[config.mk]
export PLATFORM = sky130hd
export DESIGN_NAME = mux4_rr_arbiter
export DESIGN_NICKNAME = d
export VERILOG_FILES = /design/src/rtl/mux4_rr_arbiter_pkg.sv /design/src/rtl/mux4_rr_arbiter_rr_pick4.sv /design/src/rtl/mux4_rr_arbiter.sv
export SDC_FILE = /design/constraint.sdc
export NUM_CORES = 1
export LEC_CHECK = 0
export ABC_CLOCK_PERIOD_IN_PS = 1910
export CORE_MARGIN = 10
export CORE_UTILIZATION = 50
export DETAILED_ROUTE_END_ITERATION = 8
export MAX_ROUTING_LAYER = met4
export PLACE_DENSITY = 0.76
export SLEW_MARGIN = 20
export SYNTH_ARGS = -nofsm -noshare
export SYNTH_HDL_FRONTEND = slang
export SYNTH_SLANG_ARGS = --single-unit
[constraint.sdc]
create_clock -name clk -period 1.91 [get_ports clk]
set_input_delay 0.191 -clock clk [delete_from_list [all_inputs] [get_ports clk]]
set_output_delay 0.191 -clock clk [all_outputs]
set_load 0.005 [all_outputs]
[src/rtl/mux4_rr_arbiter_pkg.sv]
// -----------------------------------------------------------------------------
// mux4_rr_arbiter_pkg
//
// Shared definitions for the round-robin arbiter that owns the select input
// of the 4-to-1 multiplexer datapath.
//
//   NREQ     number of requesters competing for the mux output channel
//   SEL_W    width of the mux select code
//   state_e  arbiter FSM state encoding (IDLE / GRANT / GAP)
//   onehot() converts a requester index into a one-hot grant vector
// -----------------------------------------------------------------------------
package mux4_rr_arbiter_pkg;

    localparam int NREQ  = 4;
    localparam int SEL_W = 2;

    typedef enum logic [1:0] {
        IDLE  = 2'd0,  // no grant, arbitrating on every cycle
        GRANT = 2'd1,  // one owner holds the channel
        GAP   = 2'd2   // single dead cycle after a release
    } state_e;

    // One-hot grant vector for requester 'idx'.
    function automatic logic [NREQ-1:0] onehot(input logic [SEL_W-1:0] idx);
        logic [NREQ-1:0] vec;
        vec      = '0;
        vec[idx] = 1'b1;
        return vec;
    endfunction

endpackage : mux4_rr_arbiter_pkg

[src/rtl/mux4_rr_arbiter_rr_pick4.sv]
// -----------------------------------------------------------------------------
// rr_pick4
//
// Purely combinational rotating-priority picker. Searches the request vector
// starting at 'ptr' and wrapping modulo 4 (ptr, ptr+1, ptr+2, ptr+3), and
// returns the first requester found.
//
// Ports:
//   req   [3:0]  in   request lines, bit k = requester k
//   ptr   [1:0]  in   index with the highest priority this cycle
//   valid        out  at least one request is set
//   idx   [1:0]  out  winning requester index (equals ptr when !valid)
// -----------------------------------------------------------------------------
module rr_pick4
    import mux4_rr_arbiter_pkg::*;
(
    input  logic [NREQ-1:0]  req,
    input  logic [SEL_W-1:0] ptr,
    output logic             valid,
    output logic [SEL_W-1:0] idx
);

    logic [SEL_W-1:0] cand;

    // NOTE: every variable assigned in an always_comb block receives a default
    // at the top so no path leaves it unassigned; that is what keeps a latch
    // from being inferred.
    always_comb begin
        valid = 1'b0;
        idx   = ptr;
        cand  = ptr;
        // Walk from the lowest priority offset to the highest; the last hit
        // written is therefore the one closest to ptr, which is the winner.
        for (int k = NREQ - 1; k >= 0; k--) begin
            cand = ptr + SEL_W'(k);  // wraps modulo 4 through the 2-bit width
            if (req[cand]) begin
                valid = 1'b1;
                idx   = cand;
            end
        end
    end

endmodule : rr_pick4

[src/rtl/mux4_rr_arbiter.sv]
// -----------------------------------------------------------------------------
// mux4_rr_arbiter
//
// Round-robin arbiter and sequencer for the shared 4-to-1 multiplexer. One
// requester at a time owns the mux output channel; the block drives the mux
// select code and bounds each tenure to MAX_HOLD cycles. Every release is
// followed by a single dead (GAP) cycle and then an IDLE arbitration cycle,
// so the select code never moves while a grant is active.
//
// Parameters:
//   MAX_HOLD  longest tenure in cycles before a forced release (1..255)
//   CNT_W     hold counter width, 2**CNT_W must exceed MAX_HOLD
//
// Ports:
//   clk          in   system clock, all state changes on the rising edge
//   rst          in   synchronous active-high reset
//   req   [3:0]  in   level-sensitive request lines
//   done         in   current owner ends its transfer (ignored without grant)
//   grant [3:0]  out  one-hot grant, at most one bit set
//   sel   [1:0]  out  mux select; index of the grant bit while granted,
//                     otherwise the last owner's index
//   busy         out  a grant is active
//   forced       out  one-cycle pulse (the GAP cycle) when a tenure ended
//                     purely because MAX_HOLD expired
// -----------------------------------------------------------------------------
module mux4_rr_arbiter
    import mux4_rr_arbiter_pkg::*;
#(
    parameter int MAX_HOLD = 15,
    parameter int CNT_W    = 8
) (
    input  logic             clk,
    input  logic             rst,
    input  logic [NREQ-1:0]  req,
    input  logic             done,
    output logic [NREQ-1:0]  grant,
    output logic [SEL_W-1:0] sel,
    output logic             busy,
    output logic             forced
);

    localparam logic [CNT_W-1:0] MAX_HOLD_C = CNT_W'(MAX_HOLD);
    localparam logic [CNT_W-1:0] CNT_ONE    = CNT_W'(1);

    // -------------------------------------------------------------------------
    // State
    // -------------------------------------------------------------------------
    state_e           state_q;
    logic [NREQ-1:0]  grant_q;
    logic [SEL_W-1:0] sel_q;    // doubles as the owner index while in GRANT
    logic [SEL_W-1:0] ptr_q;    // highest-priority requester for next pick
    logic [CNT_W-1:0] cnt_q;    // cycles held so far in the current tenure
    logic             busy_q;
    logic             forced_q;

    // -------------------------------------------------------------------------
    // Arbitration
    // -------------------------------------------------------------------------
    logic             pick_valid;
    logic [SEL_W-1:0] pick_idx;

    rr_pick4 u_pick (
        .req   (req),
        .ptr   (ptr_q),
        .valid (pick_valid),
        .idx   (pick_idx)
    );

    // -------------------------------------------------------------------------
    // Release decode (only meaningful in GRANT)
    // -------------------------------------------------------------------------
    logic             rel_done_d;
    logic             rel_drop_d;
    logic             rel_expire_d;
    logic             release_d;
    logic             forced_d;
    logic [SEL_W-1:0] ptr_d;

    always_comb begin
        rel_done_d   = done;
        rel_drop_d   = ~req[sel_q];
        rel_expire_d = (cnt_q == MAX_HOLD_C);
        release_d    = rel_done_d | rel_drop_d | rel_expire_d;
        // Expiry counts as forced only when nothing else ended the tenure.
        forced_d     = rel_expire_d & ~rel_done_d & ~rel_drop_d;
        ptr_d        = sel_q + SEL_W'(1);
    end

    // -------------------------------------------------------------------------
    // FSM with registered outputs
    // -------------------------------------------------------------------------
    // NOTE: state registers use non-blocking assignments so every register in
    // this block samples the values from before the edge, regardless of
    // statement order.
    always_ff @(posedge clk) begin
        if (rst) begin
            state_q  <= IDLE;
            grant_q  <= '0;
            sel_q    <= '0;
            ptr_q    <= '0;
            cnt_q    <= '0;
            busy_q   <= 1'b0;
            forced_q <= 1'b0;
        end else begin
            case (state_q)
                IDLE: begin
                    forced_q <= 1'b0;
                    if (pick_valid) begin
                        state_q <= GRANT;
                        grant_q <= onehot(pick_idx);
                        sel_q   <= pick_idx;
                        cnt_q   <= CNT_ONE;
                        busy_q  <= 1'b1;
                    end
                end

                GRANT: begin
                    if (release_d) begin
                        state_q  <= GAP;
                        grant_q  <= '0;
                        busy_q   <= 1'b0;
                        ptr_q    <= ptr_d;
                        forced_q <= forced_d;
                    end else if (cnt_q != MAX_HOLD_C) begin
                        cnt_q <= cnt_q + CNT_ONE;
                    end
                end

                GAP: begin
                    // sel_q deliberately untouched: the mux keeps the last
                    // owner's input selected while nobody holds a grant.
                    state_q  <= IDLE;
                    forced_q <= 1'b0;
                end

                default: begin
                    state_q  <= IDLE;
                    grant_q  <= '0;
                    busy_q   <= 1'b0;
                    forced_q <= 1'b0;
                end
            endcase
        end
    end

    assign grant  = grant_q;
    assign sel    = sel_q;
    assign busy   = busy_q;
    assign forced = forced_q;

endmodule : mux4_rr_arbiter
# Word-level counts from Yosys, hierarchy flattened
# Index checks and enable logic that the tools add are counted.
[totals]
input_bits = 7
output_inout_bits = 8
wordCells = 77
regBits = 20
n_memories = 0
latch_bits = 0
mem_bits_ro = 0
mem_bits_rw = 0
[classes]
div = 0
bitwise = 8
n_addsub = 5
muxes = 33
eq_ne = 8
n_lt_le_gt_ge = 7
n_shift = 0
n_reduce_logical = 9
n_mul = 0
[ops]
columns = ["op", "n"]
rows = [
  ["$mux W8", 3],
  ["$lt A2 B3 Y1 const B", 6],
  ["$pmux W8 S2", 1],
  ["$mux W1", 12],
  ["$mux W2", 6],
  ["$pmux W4 S3", 1],
  ["$bmux W1 S2", 5],
  ["$add A8 B1 Y8 const B", 1],
  ["$eq A8 B4 Y1 const B", 1],
  ["$mux W4", 2],
  ["$ne A2 B2 Y1 const B", 4],
  ["$ne A8 B4 Y1 const B", 1],
  ["$reduce_and A2 Y1", 3],
  ["$add A2 B1 Y2 const B", 2],
  ["$add A2 B2 Y2 const B", 2],
  ["$not A1 Y1", 4],
  ["$pmux W2 S2", 1],
  ["$reduce_and A4 Y1", 1],
  ["$pmux W1 S3", 1],
  ["$reduce_and A3 Y1", 1],
  ["$and A1 B1 Y1", 2],
  ["$demux W1 S2", 1],
  ["$eq A2 B1 Y1 const B", 1],
  ["$eq A2 B2 Y1 const B", 1],
  ["other kinds (6)", 7],
]

# Depth between registers and ports, before layout
[depth]
ltp_word = 13
depth_mapped = 6

# Hierarchy
# From an unflattened synthesis, not the netlist that was laid out.
[unflattened]
cells_unflattened = 139
area_unflattened_um2 = 1209.9
[by_module_without_submodules]
columns = ["module", "area_per_inst_um2", "n_inst", "cells_per_inst"]
rows = [
  ["mux4_rr_arbiter", 1109.8, 1, 123],
  ["rr_pick4", 100.1, 1, 16],
]

# Least setup slack after synthesis
# Ideal clock, no wire load.
[synth_timing]
path_type = "reg-to-reg"
startpoint = "register cnt_q[0]"
endpoint = "register cnt_q[2]"
path_stages_with_launch = 7
arrival_ps = 1601
period_less_slack_ps = 1672
path_slack_ps = 238
path_buffers = 1
setup_ps = 72
path_cell_list = "dfxtp_1 > ha_1 > and3_4 > and2_1 > buf_4 > or4_1 > a21oi_1"
[synth_via]
elab_chain_len = 4
word_cells_on_any_way = 10
cone_classes = "1 x add/sub; 4 x eq/ne; 3 x mux; 1 x bitwise; 1 x reduce/logical"
[synth_lines]
columns = ["item", "line_no", "rtl"]
rows = [
  ["start: declaration", "mux4_rr_arbiter.sv:52", "logic [CNT_W-1:0] cnt_q;"],
  ["start signal: assignment", "mux4_rr_arbiter.sv:125", "cnt_q <= cnt_q + CNT_ONE;"],
  ["$add A8 B1 Y8 or $eq A8 B4 Y1 (tied branches)", "mux4_rr_arbiter.sv:125, mux4_rr_arbiter.sv:82", ""],
  ["$mux W8 or $or A1 B1 Y1 (tied branches)", "mux4_rr_arbiter.sv:124, mux4_rr_arbiter.sv:83", ""],
  ["$mux W8 or $ne A2 B2 Y1 (tied branches)", "--", ""],
  ["$pmux W8 S2 or $reduce_and A4 Y1 (tied branches)", "--", ""],
]
# Parallel ways exist; a longest one is shown, timed or not. The select of a mux whose other input is x is not followed.
# A chain may end at the register's enable or synchronous reset.

# Worst setup path in the final report
[layout_timing]
startpoint = "register cnt_q[0]"
endpoint = "register cnt_q[6]"
# Same word-level chain as after synthesis.

==> metrics.md <==
| Metric | Value |
|---|---|
| Outcome | finished, final reports clean |
| Setup violators final | 0 |
| Total core area | ~2000 µm² |
| CTS tree | built |
| Gpl congestion | slightly below 0.9 |
| Synthesis-stage register bit count | 20 |
| Final TNS setup | 0 ns |
| Clk root buf | clkbuf_4 |
| Final Util | 0.679 |
| Pwr Density | 731 nW/µm² |
| Routed len/inst | ~14 µm |
| Worst path slowest cell | or4_1 |
| # nets final | around 160 |
| DRT iter0 DRCs | 45 |
| Total of max-cap violations | 0 |
| Die Width | 66.4 µm |
| CTS Hold Bufs | 0 |
| Crit path cell chain | ha_1 -> and3_4 -> and2_2 -> or4_1 -> a21oi_1 |
| First-pass GRT wire length | between 4000 and 5000 µm |
| Syn nets | around 130 |
| Worst VDD drop | 644 µV |
| Num rows | 16 |
| Clock sinks | 20 |
| Crit path time final | 1.76 ns |
| Post-route cell area | 1360 µm² |
| Headroom to the max-slew limit | 0.751 |
| Ant. Diodes | 0 |
| Detail Route Antenna Nets | 0 |
| Main synth FF type | dfxtp_1 |
| Synthesized area | between 1000 and 1500 µm² |
| Worst Hold Class | flop to flop |
| Crit path buf inv count | 0 |
| Max Slew Vio Count | 0 |
| Wirelength, routed | approximately 2500 µm |
| Synth warn | 0 |
| P_leak | around 0.48 nW |
| CTS H-tree depth | 1 |
| Post-DP Area | about 1300 µm² |
| Total gr overflow | 0 |
| Top delay family on crit path | simple AND/OR/NAND/NOR gates |
| Layout cell share with drive strength beyond 1 | 0.173 |
| Port-buffer cells | 14 |
| Final Cycle Share | 0.922 |
| FF-to-FF setup slack | around 0.15 ns |
| Pre-Repair DR Iteration Count | 5 |
| Vias | between 1000 and 1500 |
| Final HPWL DP | approximately 2000 µm |
| Pin count of the biggest net entering global routing | 15 |
| Critical path fanouts, max | 14 |
| Vias in the first global route | between 1000 and 1500 |
| Reg2Reg Depth | 5 |
| Avg Cell Area, Syn | around 8.8 µm² |
| Fraction of registers with async set/reset | 0 |
| Fmax | approximately 0.57 GHz |
| Clk_skew | roughly 0.0064 ns |
| Slew @ Worst Pin | 0.370 ns |
| Clock Path Buffers | 2 |
| Worst hold endpoint | grant[2] |
| CP startpoint kind | flop |
| Cells after synthesis | around 120 |
| Hold_sp | grant[2] |
| Total Power | about 1 mW |
| Die area | roughly 4400 µm² |
| Final Hold Viols | 0 |
| RR Endpoint | cnt_q[6] |
| Post-synth EDFFs | 0 |
| Clk Latency, worst-skew pair | around 0.31 ns |
| Die Y-Extent | 66.4 µm |
| WS Path Type | flop to flop |
| Worst setup EP type | flop |
| Clk slew on worst S/H paths | around 0.12 ns |
| DRC viols | 0 |
| Hold path depth | 1 |
| Syn-to-layout area delta | 26.1% |
| Crit path arrival time | 2.01 ns |
| Yosys cell types | 44 |
| Sequential area share after synthesis | 0.372 |
| Starting Density | 0.538 |
| Unrepaired setup endpoints after global routing | no |
| CP peak stage delay | between 0.4 and 0.5 ns |
| Worst endpoint required time | between 2 and 2.5 ns |
| R2r startpoint | cnt_q[0] |
| Via density | 5.77 |
| Commonest cells after routing, fill and taps aside | dfxtp_1, a21oi_1, clkdlybuf4s50_1, buf_4, nand2_1 |
| IO Pins | 15 |
| GRT Total Usage | 0.128 |
| Number of buffers created by CTS | 3 |
| Initial antenna violation count | 0 |
| Most common cell after layout, fill and taps aside | dfxtp_1 |
==> synth_stat cells, types with 4 or more instances <==
library cell	n	area (µm²)
nor3_1	4	20.0
nor2_1	5	18.8
nand2b_1	5	31.3
or4_1	6	45.0
o31ai_1	6	45.0
a21oi_1	14	70.1
nand2_1	7	26.3
dfxtp_1	20	400
==> final cells by class <==
cell class | count | area [µm²]
Multi-Input combinational cell | 95 | 632
Inverter | 3 | 11.3
Timing Repair Buffer | 28 | 245
Clock buffer | 4 | 36.3
Fill cell | 158 | 643
Tap cell | 27 | 33.8
Sequential cell | 20 | 400
==> flip-flops by register name, indices dropped and copies added, names as in the netlist <==
name,cells
state_q,2
grant,4
forced,1
busy,1
sel,2
ptr_q,2
cnt_q,8
==> worst register-to-register path, cell delays in order, from the launching register on <==
cell,delay (ns)
dfxtp_1,0.37
ha_1,0.23
and3_4,0.19
and2_2,0.26
or4_1,0.50
a21oi_1,0.16
==> per-layer routing <==
metal	track usage	routed length, µm	vias up
li1	-	-	526
met1	0.154	1250	478
met2	0.193	1170	14
met3	0.0288	55	4
met4	0.0681	46	0
met5	-	0	-
==> logic make-up (layout without fill, tap and decap cells) <==
family                     count (synthesis)  count (layout)  share of synthesized area
AOI/OAI and AO/OA                         41              41                      0.264
and+or+nand+nor                           48              48                      0.264
DFF                                       20              20                      0.372
adders and majority gates                  1               1                     0.0116
buffers and inverters                      8              35                     0.0430
xor gates and xnor gates                   1               1                    0.00813
muxes                                      4               4                     0.0383
==> repair_timing <==
action | CTS | global route
buffers inserted | 0 | 0
endpoints found under the setup margin | 0 | 1
resized for setup | 0 | 1
==> metrics by stage <==
| step | std cells | hold slack (ns) | setup slack (ns) |
|---|---|---|---|
| 3_3_place_gp | 173 | 0.451 | 0.0644 |
| 5_1_grt | 177 | 0.493 | 0.0314 |
| 2_1_floorplan | 123 | 0.409 | 0.238 |
| 4_1_cts | 177 | 0.481 | 0.0959 |
| 3_5_place_dp | 173 | 0.445 | -0.0143 |
| 6_report | 177 | 0.479 | 0.149 |
==> power by group <==
| group | switching (mW) | leakage, nW | internal [mW] | total [mW] |
|---|---|---|---|---|
| clock | 0.140 | 0.0210 | 0.116 | 0.256 |
| combinational | 0.126 | 0.299 | 0.137 | 0.263 |
| sequential | 0.0260 | 0.163 | 0.448 | 0.474 |
| total | 0.292 | 0.483 | 0.701 | 0.993 |
==> how the worst max path moves through the flow <==
stage | start | cells after the start | end | slack [ns]
2_1_floorplan | cnt_q[0] | 6 | cnt_q[2] | 0.24
3_3_place_gp | req[3] | 5 | cnt_q[6] | 0.06
3_5_place_dp | req[3] | 5 | cnt_q[2] | -0.01
4_1_cts | cnt_q[0] | 5 | cnt_q[6] | 0.1
5_1_grt | cnt_q[0] | 5 | cnt_q[6] | 0.03
6_report | cnt_q[0] | 5 | cnt_q[6] | 0.15
Note: power is estimated with default switching activity, not from simulation.
